$ cat config.mk
export PLATFORM = sky130hd
export DESIGN_NAME = spectrum_frame_buffer_flat
export DESIGN_NICKNAME = d
export VERILOG_FILES = /design/src/rtl/spectrum_frame_buffer_if.sv /design/src/rtl/spectrum_frame_buffer.sv /design/src/flat_wrapper.sv
export SDC_FILE = /design/constraint.sdc
export NUM_CORES = 2
export LEC_CHECK = 0
export ABC_CLOCK_PERIOD_IN_PS = 9030
export CORE_MARGIN = 3
export CORE_UTILIZATION = 35
export CTS_BUF_LIST = sky130_fd_sc_hd__clkbuf_8
export DETAILED_ROUTE_END_ITERATION = 10
export PLACE_DENSITY = 0.5
export RECOVER_POWER = 25
export SETUP_SLACK_MARGIN = 0.15
export SYNTH_ARGS = -nofsm -noshare
export SYNTH_HDL_FRONTEND = slang
export SYNTH_MEMORY_MAX_BITS = 65536
export SYNTH_SLANG_ARGS = --single-unit
export TNS_END_PERCENT = 50
$ cat constraint.sdc
create_clock -name clk_pixel -period 9.03 [get_ports clk_pixel]
set_input_delay 0.903 -clock clk_pixel [delete_from_list [all_inputs] [get_ports clk_pixel]]
set_output_delay 0.903 -clock clk_pixel [all_outputs]
set_load 0.02 [all_outputs]
$ cat src/rtl/spectrum_frame_buffer_if.sv
// rtl/spectrum_frame_buffer_if.sv - magnitude beat stream from the FFT stage into spectrum_frame_buffer
interface spectrum_frame_buffer_if #(
  parameter int MAG_BITS = 16
);
  logic                in_valid;
  logic                in_ready;
  logic [7:0]          in_bin;
  logic [MAG_BITS-1:0] in_mag;
  logic                in_last;

  modport master (output in_valid, in_bin, in_mag, in_last, input in_ready);
  modport slave  (input in_valid, in_bin, in_mag, in_last, output in_ready);
endinterface

$ cat src/rtl/spectrum_frame_buffer.sv
// rtl/spectrum_frame_buffer.sv - ping-pong spectrum store, swap at vblank; SPECTRUM_PEAK_HOLD_EN adds per-bin peak hold
module spectrum_frame_buffer #(
  parameter int NUM_BINS  = 256,
  parameter int MAG_BITS  = 16,
  parameter int DATA_BITS = 9,
  parameter int MAG_SHIFT = 7,
  parameter int MAX_VALUE = 440,
  parameter int DECAY     = 4
) (
  input  logic                     clk_pixel,
  input  logic                     rst,
  spectrum_frame_buffer_if.slave   in_if,
  input  logic                     vblank_start,
  input  logic [7:0]               rd_addr,
  output logic [DATA_BITS-1:0]     rd_data,
  output logic                     swap_pulse
);

  localparam logic [8:0]          BIN_LIMIT = 9'(NUM_BINS);
  localparam logic [MAG_BITS-1:0] MAG_CEIL  = MAG_BITS'(MAX_VALUE);

  // Bin addresses are 8 bits wide, and the decay must fit in a stored value
  if (NUM_BINS < 1 || NUM_BINS > 256 || DECAY < 0 || DECAY >= (1 << DATA_BITS)) begin : g_param_check
    $error("spectrum_frame_buffer: parameter out of range");
  end

  typedef enum logic [1:0] {ST_ACCEPT, ST_DRAIN, ST_FULL} wr_state_t;

  wr_state_t state;
  logic      disp_bank;
  logic      shown;
  logic      in_ready_q;
  logic      accept;

  logic [DATA_BITS-1:0] bank0 [NUM_BINS];
  logic [DATA_BITS-1:0] bank1 [NUM_BINS];

  logic [MAG_BITS-1:0]  mag_shifted;
  logic [DATA_BITS-1:0] scaled;

  // Accepted-beat register (first pipeline stage)
  logic                 a_valid;
  logic                 a_in_range;
  logic                 a_last;
  logic [7:0]           a_addr;
  logic [DATA_BITS-1:0] a_scaled;

  // Commit stage seen by the back bank and the FSM
  logic                 c_valid;
  logic                 c_in_range;
  logic                 c_last;
  logic [7:0]           c_addr;
  logic [DATA_BITS-1:0] c_data;

  assign in_if.in_ready = in_ready_q;
  assign accept         = in_if.in_valid & in_ready_q;

  // Scale the magnitude down and clamp it to the plot height
  always_comb begin
    mag_shifted = in_if.in_mag >> MAG_SHIFT;
    scaled      = '0;
    if (mag_shifted > MAG_CEIL) begin
      scaled = DATA_BITS'(MAG_CEIL);
    end else begin
      scaled = DATA_BITS'(mag_shifted);
    end
  end

  // Capture accepted beats; reset drops anything still in flight
  always_ff @(posedge clk_pixel or posedge rst) begin
    if (rst) begin
      a_valid    <= 1'b0;
      a_in_range <= 1'b0;
      a_last     <= 1'b0;
      a_addr     <= '0;
      a_scaled   <= '0;
    end else begin
      a_valid    <= accept;
      a_in_range <= ({1'b0, in_if.in_bin} < BIN_LIMIT);
      a_last     <= in_if.in_last;
      a_addr     <= in_if.in_bin;
      a_scaled   <= scaled;
    end
  end

`ifdef SPECTRUM_PEAK_HOLD_EN
  localparam logic [DATA_BITS-1:0] DECAY_W = DATA_BITS'(DECAY);

  logic [DATA_BITS-1:0] hold_mem [NUM_BINS];
  logic [NUM_BINS-1:0]  hold_seen;

  logic                 b_valid;
  logic                 b_in_range;
  logic                 b_last;
  logic [7:0]           b_addr;
  logic [DATA_BITS-1:0] b_scaled;
  logic [DATA_BITS-1:0] b_hold;
  logic [DATA_BITS-1:0] b_decayed;
  logic [DATA_BITS-1:0] b_value;

  // Hold lookup; a same-bin beat right behind takes the value being written now
  always_ff @(posedge clk_pixel or posedge rst) begin
    if (rst) begin
      b_valid    <= 1'b0;
      b_in_range <= 1'b0;
      b_last     <= 1'b0;
      b_addr     <= '0;
      b_scaled   <= '0;
      b_hold     <= '0;
    end else begin
      b_valid    <= a_valid;
      b_in_range <= a_in_range;
      b_last     <= a_last;
      b_addr     <= a_addr;
      b_scaled   <= a_scaled;
      if (b_valid && b_in_range && (b_addr == a_addr)) begin
        b_hold <= b_value;
      end else if (a_in_range && hold_seen[a_addr]) begin
        b_hold <= hold_mem[a_addr];
      end else begin
        b_hold <= '0;
      end
    end
  end

  // New peak: the larger of the fresh value and the decayed previous peak
  always_comb begin
    b_decayed = (b_hold > DECAY_W) ? (b_hold - DECAY_W) : '0;
    b_value   = (b_scaled > b_decayed) ? b_scaled : b_decayed;
  end

  // Hold RAM update; contents survive reset, the seen mask gates them
  always_ff @(posedge clk_pixel) begin
    if (b_valid && b_in_range) begin
      hold_mem[b_addr] <= b_value;
    end
  end

  // Mark bins whose hold entry holds a real value
  always_ff @(posedge clk_pixel or posedge rst) begin
    if (rst) begin
      hold_seen <= '0;
    end else if (b_valid && b_in_range) begin
      hold_seen[b_addr] <= 1'b1;
    end
  end

  assign c_valid    = b_valid;
  assign c_in_range = b_in_range;
  assign c_last     = b_last;
  assign c_addr     = b_addr;
  assign c_data     = b_value;
`else
  assign c_valid    = a_valid;
  assign c_in_range = a_in_range;
  assign c_last     = a_last;
  assign c_addr     = a_addr;
  assign c_data     = a_scaled;
`endif

  // Commit into the back bank; out-of-range bins are silently dropped
  always_ff @(posedge clk_pixel) begin
    if (c_valid && c_in_range) begin
      if (disp_bank) begin
        bank0[c_addr] <= c_data;
      end else begin
        bank1[c_addr] <= c_data;
      end
    end
  end

  // Frame FSM: fill the back bank, wait for commit, swap only at vblank
  always_ff @(posedge clk_pixel or posedge rst) begin
    if (rst) begin
      state      <= ST_ACCEPT;
      in_ready_q <= 1'b0;
      disp_bank  <= 1'b0;
      shown      <= 1'b0;
      swap_pulse <= 1'b0;
    end else begin
      swap_pulse <= 1'b0;
      case (state)
        ST_ACCEPT: begin
          if (accept && in_if.in_last) begin
            state      <= ST_DRAIN;
            in_ready_q <= 1'b0;
          end else begin
            in_ready_q <= 1'b1;
          end
        end
        ST_DRAIN: begin
          if (c_valid && c_last) begin
            state <= ST_FULL;
          end
        end
        ST_FULL: begin
          if (vblank_start) begin
            state      <= ST_ACCEPT;
            in_ready_q <= 1'b1;
            disp_bank  <= ~disp_bank;
            shown      <= 1'b1;
            swap_pulse <= 1'b1;
          end
        end
        default: begin
          state      <= ST_ACCEPT;
          in_ready_q <= 1'b0;
        end
      endcase
    end
  end

  // Renderer read port: one-cycle latency, blank until the first swap
  always_ff @(posedge clk_pixel or posedge rst) begin
    if (rst) begin
      rd_data <= '0;
    end else if (!shown || ({1'b0, rd_addr} >= BIN_LIMIT)) begin
      rd_data <= '0;
    end else if (disp_bank) begin
      rd_data <= bank1[rd_addr];
    end else begin
      rd_data <= bank0[rd_addr];
    end
  end

endmodule
$ cat src/flat_wrapper.sv
// flat-port wrapper written by rule: the top's interface ports become plain ports
module spectrum_frame_buffer_flat 
#(
  parameter int NUM_BINS  = 256,
  parameter int MAG_BITS  = 16,
  parameter int DATA_BITS = 9,
  parameter int MAG_SHIFT = 7,
  parameter int MAX_VALUE = 440,
  parameter int DECAY     = 4
)
  (clk_pixel, rst, vblank_start, rd_addr, rd_data, swap_pulse, in_if_in_valid, in_if_in_bin, in_if_in_mag, in_if_in_last, in_if_in_ready);
  spectrum_frame_buffer_if #(.MAG_BITS(MAG_BITS)) in_if_i ();
  input  logic clk_pixel;
  input  logic rst;
  input  logic vblank_start;
  input  logic [7:0] rd_addr;
  output logic [DATA_BITS-1:0] rd_data;
  output logic swap_pulse;
  input wire logic [$bits(in_if_i.in_valid)-1:0] in_if_in_valid;
  input wire logic [$bits(in_if_i.in_bin)-1:0] in_if_in_bin;
  input wire logic [$bits(in_if_i.in_mag)-1:0] in_if_in_mag;
  input wire logic [$bits(in_if_i.in_last)-1:0] in_if_in_last;
  output wire logic [$bits(in_if_i.in_ready)-1:0] in_if_in_ready;
  assign in_if_i.in_valid = in_if_in_valid;
  assign in_if_i.in_bin = in_if_in_bin;
  assign in_if_i.in_mag = in_if_in_mag;
  assign in_if_i.in_last = in_if_in_last;
  assign in_if_in_ready = in_if_i.in_ready;
  spectrum_frame_buffer #(.NUM_BINS(NUM_BINS), .MAG_BITS(MAG_BITS), .DATA_BITS(DATA_BITS), .MAG_SHIFT(MAG_SHIFT), .MAX_VALUE(MAX_VALUE), .DECAY(DECAY)) u_core (.clk_pixel(clk_pixel), .rst(rst), .in_if(in_if_i), .vblank_start(vblank_start), .rd_addr(rd_addr), .rd_data(rd_data), .swap_pulse(swap_pulse));
endmodule
==> summary.txt <==
Timing
  • Number of max-slew violations in the final report: 1958
  • Shortest clock period the worst path allows after layout: 6.21 ns
  • Number of endpoints failing setup at the final stage: 0
  • Worst-case headroom to the max-slew limit: -217%
  • Slew of the pin with the lowest slew margin: between 4 and 5 ns
  • Setup repair after global routing missed its margin: no
  • Final TNS setup: 0 ns
  • Peak clock frequency supported by timing: approximately 0.16 GHz
  • Portion of the clock cycle consumed by the worst path in the final layout: 68.8%
  • Hold violation count in the final report: 0
  • Final Skew: approximately 0.067 ns

Synth
  • Post-synth EDFFs: 4608
  • Post-synth cell types: between 70 and 80
  • Warnings, synthesis: 0
  • Mean area per synthesized cell: 21.4 µm²
  • Ys flop type: edfxtp_1
  • Asr flop ratio synth: 0.754%
  • Cell area after technology mapping: approximately 180000 µm²
  • Post-synthesis cell count: 8392
  • Number of storage elements in the synthesis netlist: 4643
  • Net count after synthesis: around 8400
  • Share of synthesized area occupied by flip-flops and latches: 77.4%

CTS
  • Clock-pin transition on the worst setup and hold timing paths: 0.06 ns
  • Maximum root-to-sink buffer count: 4
  • Clk Tree Root Cell: clkbuf_8
  • Clock latency of the later-clocked register in the worst-skew pair: between 1 and 1.5 ns
  • Number of buffers added by the clock tree synthesis step: 743
  • Number of H-tree levels: 6
  • Clock tree from TritonCTS: done
  • Clock Sinks: 4643
  • Count of cells resized by post-cts repair: 0

Power and ir drop
  • Maximum VDD drop: 155 µV
  • Net Switching: 10100 µW
  • Switching Share: a little under a quarter
  • Final total power: 43000 µW
  • Part of the power in combinational logic: between 5 and 6%
  • Leakage power summed over all cells: 0.0624 µW
  • Cell area power density: 214 nW/µm²
  • Sequential share of power: 55.9%
  • Internal power component: approximately 33000 µW
  • Clock share of power: 38.2%

Critical path
  • Reg2Reg Setup Slack: 2.82 ns
  • Worst flop-to-flop path endpoint: u_core.bank1[172][4]
  • Master of the slowest instance on the critical path: clkbuf_1
  • R2r worst-path depth: 2
  • Crit end category: register
  • Highest fanout seen on the critical path: 89
  • Cell-by-cell listing of the critical path: clkbuf_1 > buf_4
  • Launch instance of the worst register-to-register path: u_core.a_scaled[4]
  • Kind of critical path: reg2reg
  • Arrival time reported for the critical path endpoint: 7.10 ns
  • Startpoint kind of the worst setup timing path: register
  • Data required, critical path: 9.92 ns
  • Delay of the slowest cell on the worst path: 2.46 ns

Floorplan
  • Die extent in y: approximately 720 µm
  • Num rows: approximately 260
  • Horizontal die dimension: ~720 µm
  • Number of placed I/O pins: 48
  • Die outline area: 523000 µm²
  • Core Area: 511000 µm²
  • Initial core utilization: about a third

Route
  • Total Routed Length: a little under 500 mm
  • DRC marker count from the first detailed-route iteration: 9210
  • WL per Instance: between 30 and 40 µm
  • Remaining DRCs: 0
  • Total via count after detailed routing: ~88000
  • Antenna-violating nets left: 0
  • Router iterations before antenna repair: 6
  • Via density: 5.43

Min path
  • Worst Hold Class: in2reg
  • Number of cells on the worst hold path: 2
  • Worst Hold Endpoint: u_core.a_scaled[2]
  • Min-Delay Startpoint: in_if_in_mag[9]

GRT
  • Overall fraction of global-route tracks in use: between 10% and 20%
  • Number of global-route vias before repair: 90869
  • Remaining global-route overflow: 0
  • Global-route wire length before repair: 689 mm
  • Maximum number of pins on one net before global-route repair: 212
  • Number of antenna violations at the first check in global routing: 23

Placement
  • Final weighted congestion of routability-driven global placement: 0.809
  • Number of buffers added on ports: 40
  • Detailed Place HPWL: 288 mm

Finish
  • Number of fill cells in the layout: 45504
  • Final cell utilization of the core: 39.4%
  • Area taken by flip-flops and latches: 139000 µm²
  • Combined area of the multi-input logic cells: 37700 µm²
  • Post-layout net count: 8913
  • Layout cells sized above 1: 23.2%
  • Signed area change from the synthesized netlist to the final layout: 11.7%

Run status
  • Violations in the final reports: max-capacitance violations, max-slew violations
  • Outcome: complete, but fails checks

Flow run
  • Number of max-cap violations: 26
==> flip-flops by register name (all words and copies together) (netlist names) <==
register and cells:
u_core.bank0 2304, u_core.bank1 2304, u_core.a_scaled 9, u_core.rd_data 9
u_core.a_addr 8, u_core.state 2, u_core.a_in_range 1, u_core.a_last 1
u_core.a_valid 1, u_core.disp_bank 1, u_core.in_if.in_ready 1, u_core.shown 1
u_core.swap_pulse 1
==> worst max-delay path, delay by kind of cell (launching register included) <==
kind,cells,cell delay [ns]
buffers and inverters,2,3.47
flip-flops,1,2.14
==> cell usage after synthesis, types with 10 or more instances <==
cell	count	area (µm²)
nor3_1	45	225
nand4_1	16	100
buf_6	76	856
mux4_2	992	22300
or3_1	17	106
a22oi_1	130	976
buf_1	23	86.3
o211ai_1	30	225
nand2_1	128	480
mux2_2	54	608
nor2b_1	21	131
buf_2	105	526
buf_12	14	280
buf_4	53	398
dfrtp_1	35	876
nand3_1	70	350
a32oi_1	15	131
and2_1	10	62.6
mux4_1	32	841
clkbuf_1	227	852
edfxtp_1	4608	138000
o21ai_0	90	450
mux2i_1	410	4100
a311oi_1	14	123
a21oi_1	150	751
nor2_1	607	2280
o221ai_1	164	1440
o22ai_1	68	425
a221oi_1	37	324
==> layout by cell type, fill, tap and decap left out, types with 130 or more instances in the layout <==
cell,instances
a22oi_1,130
mux2i_1,410
edfxtp_1,4608
o221ai_1,164
inv_1,251
clkbuf_8,766
buf_4,159
a21oi_1,150
mux4_2,992
clkinv_1,188
nor2_1,605
==> layout make-up <==
type | instances | area share (%)
clock buffer | 766 | 5.24
antenna | 12 | 0.0149
inverter | 9 | 0.0230
sequential | 4643 | 69.3
multi-input combinational | 3225 | 18.7
tap | 6732 | 4.19
clock inverter | 555 | 1.34
timing repair buffer | 254 | 1.18
==> metrics by stage <==
stage               area (µm²)  worst slack, ns  instances  hold slack, ns
floorplan               180000             1.58       8392           0.464
global placement        188000             3.36      14859           0.505
detailed placement      188000             3.35      14859           0.523
CTS                     201000             4.74      16184        0.000136
global route            201000             2.39      16189           0.152
finish                  201000             2.82      16196           0.275
==> how the worst max path moves through the flow <==
stage | from | endpoint | slack, ns | cells after the start
2_1_floorplan | u_core.a_scaled[0] | u_core.bank0[0][0] | 1.58 | 0
3_3_place_gp | rd_addr[0] | u_core.rd_data[5] | 3.36 | 10
3_5_place_dp | rd_addr[0] | u_core.rd_data[4] | 3.35 | 11
4_1_cts | u_core.a_addr[6] | u_core.bank1[56][2] | 4.74 | 5
5_1_grt | u_core.a_scaled[4] | u_core.bank1[174][4] | 2.39 | 2
6_report | u_core.a_scaled[4] | u_core.bank1[172][4] | 2.82 | 2
==> metal layers <==
metal,vias up,part of all wire [%],wire [µm],global-route usage (%)
met2,3270,47,230000,29.1
met1,47509,43,209000,25.7
li1,36408,-,-,-
met3,720,7.0,34000,3.62
met5,-,0,0,0
met4,0,2.8,13700,5.27
==> logic make-up (layout without fill, tap and decap cells) <==
logic type                Yosys count  count (layout)  synth area share [%]
muxes                            1488            1488                  15.5
DFF                              4643            4643                  77.4
buffers and inverters             524            1584                  1.81
and+or+nand+nor                   973             973                  2.33
other                               1              13               0.00208
AOI/OAI and AO/OA                 762             762                  3.00
xor gates and xnor gates            1               1               0.00487
==> power groups by stage <==
stage                     Clock, µW  Sequential [µW]  Combinational (µW)
after floorplan                   0            24700                1260
after global placement            0            24400                2560
after detailed placement          0            24400                2590
after CTS                     16800            24000                2600
after global routing          17800            24000                2690
final                         16400            24000                2550
==> what timing repair did <==
action / in CTS / in global routing
endpoints found under the hold margin: 4 / 0
hold buffers: 4 / 0
setup buffers: 0 / 0
Power figures use the tool's default switching activity.
==> RTL edit, RTL diff (same settings) <==
`MAG_BITS` is set to 16 in 3 places; all go to 32.
--- a/src/rtl/spectrum_frame_buffer_if.sv
+++ b/src/rtl/spectrum_frame_buffer_if.sv
@@ -1,5 +1,5 @@
 // rtl/spectrum_frame_buffer_if.sv - magnitude beat stream from the FFT stage into spectrum_frame_buffer
 interface spectrum_frame_buffer_if #(
-  parameter int MAG_BITS = 16
+  parameter int MAG_BITS = 32
 );
   logic                in_valid;
--- a/src/rtl/spectrum_frame_buffer.sv
+++ b/src/rtl/spectrum_frame_buffer.sv
@@ -2,5 +2,5 @@
 module spectrum_frame_buffer #(
   parameter int NUM_BINS  = 256,
-  parameter int MAG_BITS  = 16,
+  parameter int MAG_BITS  = 32,
   parameter int DATA_BITS = 9,
   parameter int MAG_SHIFT = 7,
--- a/src/flat_wrapper.sv
+++ b/src/flat_wrapper.sv
@@ -3,5 +3,5 @@
 #(
   parameter int NUM_BINS  = 256,
-  parameter int MAG_BITS  = 16,
+  parameter int MAG_BITS  = 32,
   parameter int DATA_BITS = 9,
   parameter int MAG_SHIFT = 7,
Ports: changed (resized in_if_in_mag); port bits go from 48 to 64. No check against the original RTL was run, so the function may have changed too.
==> RTL edit against the unedited design <==
The flow still finishes with violations (capacitance limit, slew limit); final area rose by 0.36%; worst setup slack improved by 36 ps; global-route usage rose by 0.45 points; sequential cell count did not move; routed wire length rose by 2.4%; total power fell by 2.5%; die area fell by 0.21%; synthesized cell count rose by 0.31%; synthesized area fell by 0.21%; largest cell class unchanged.
==> RTL edit: results (changes against the unedited design) <==
[clocking]
cts_buffers=761  ; was 743
clk_latency_ps=1280  ; was 1250 ps

[min_path]
hp-class=primary input to register  ; unchanged
hp-start=in_if_in_mag[8]  ; was in_if_in_mag[9]

[worst_setup_path]
crit_path_top_delay_cell=dfrtp_1  ; was clkbuf_1
max_stage_delay_ps=2300  ; was 2460 ps
worstPathArrival_ps=7030  ; was 7100 ps
critical_path.max_fanout=84  ; was 89
reg2reg_from=u_core.a_scaled[4]  ; unchanged

[job]
maxCapViolCount=21  ; was 26

[route]
wl_met3_um=37900  ; was 34000 um
top_layer=met5  ; was met4
firstDrtPassIters=9  ; was 6
drt_wl_total_um=499000  ; was 487000 um
wl_met2_um=238000  ; was 230000 um
wl_met1_um=208000  ; was 209000 um
first_iter_violations=8969  ; was 9210
vias_per_cell=5.43  ; about the same
wl_per_cell_um=30.6  ; was 30.1 um

[power_and_ir_drop]
comb_power_share=0.039  ; was 0.059
power_switching_mw=9.73  ; was 10.1 mW
power_clock_mw=16.8  ; was 16.4 mW
p_leak_nw=74.9  ; was 62.4 nW
ir_drop_v=0.000178  ; was 0.000155 V

[place]
dpl.hpwl_um=298000  ; was 288000 um
port_buffers=56  ; was 40
postPlaceCellArea_um2=188000  ; about the same
place_congestion=0.817  ; was 0.809
preCtsSetupSlack_ps=3520  ; was 3350 ps

[global_routing]
met1_usage=0.258  ; was 0.257
met2_usage=0.301  ; was 0.291
antenna_found_initial=40  ; was 23
grtUsageMet3=0.0396  ; was 0.0362
grt_pass1_wl_um=701000  ; was 689000 um
grt_pass1_vias=91400  ; was 90900
grt.total_usage=0.188  ; was 0.183

[timing]
finalClockSkew_ps=85.4  ; was 67.0 ps
relSlewSlack=-2.16  ; was -2.17
slew_viol_final=1893  ; was 1958

[status]
status=finished with violations  ; unchanged
violations=capacitance limit, slew limit  ; unchanged

[finish]
layout-drive-gt1-share=0.234  ; was 0.232
final_nets=8978  ; was 8913
fill_cells=45500  ; about the same

[synthesis]
synth_common_cells=4608 x edfxtp_1, 1022 x mux4_2, 570 x nor2_1, 457 x mux2i_1, 241 x clkbuf_1  ; was 4608 x edfxtp_1, 992 x mux4_2, 607 x nor2_1, 410 x mux2i_1, 227 x clkbuf_1
synth_fp_nets=8471  ; was 8429
synth_seq_area_share=0.775  ; was 0.774
synthTopCellsByArea=edfxtp_1 77%, mux4_2 13%, mux2i_1 2.5%  ; was edfxtp_1 77%, mux4_2 12%, mux2i_1 2.3%
avgSynthCellArea_um2=21.3  ; was 21.4 um2
synth_cell_types=67  ; was 73

-- RTL edit: changes by cell type after synthesis, sizes merged, moves of 17 or more --
cell   delta
a22oi    -33
o21ai    +21
nand3    -20
nor2     -36
o22ai    +29
nand2    +17
mux2i    +47
-- RTL edit: final timing paths --
| kind | to | slack (ps) | cells after the start |
|---|---|---|---|
| max in group asynchronous | u_core.a_scaled[1] | 5370 | 3 |
| min in group asynchronous | u_core.a_scaled[8] | 1340 | 3 |
| hold / removal | u_core.a_scaled[1] | 260 | 2 |
| hold reg to reg | u_core.state[0] | 480 | 1 |
| setup / recovery | u_core.bank0[154][4] | 2850 | 2 |
| setup reg to reg | u_core.bank0[154][4] | 2850 | 2 |
-- RTL edit: cells by family (layout without fill, tap and decap cells) --
group	Yosys count	in the layout	share of synthesized area
DFF	4643	4643	0.775
muxes	1523	1523	0.156
and+or+nand+nor	942	942	0.0225
AOI/OAI and AO/OA	783	783	0.0305
buffers and inverters	525	1651	0.0153
other	1	18	0.0000209
xor gates and xnor gates	1	1	0.0000488
-- RTL edit: repair_timing --
action / in CTS / in global routing
gates resized for setup: 0 / 0
buffers inserted: 0 / 0
hold endpoints to repair: 1 / 0
hold buffers: 1 / 0
-- RTL edit: layout make-up --
type / instances / area (um2) / area share
sequential: 4643 / 139000 / 0.690
multi-input combinational: 3250 / 37800 / 0.187
clock buffer: 776 / 10700 / 0.0529
tap: 6732 / 8420 / 0.0417
clock inverter: 606 / 3020 / 0.0150
timing repair buffer: 261 / 2480 / 0.0123
inverter: 8 / 45.0 / 0.000223
antenna: 17 / 42.5 / 0.000211
-- RTL edit: worst register-to-register path: stages, from the launching register on --
cell,delay [ps]
dfrtp_1,2300
clkbuf_1,2350
buf_4,970
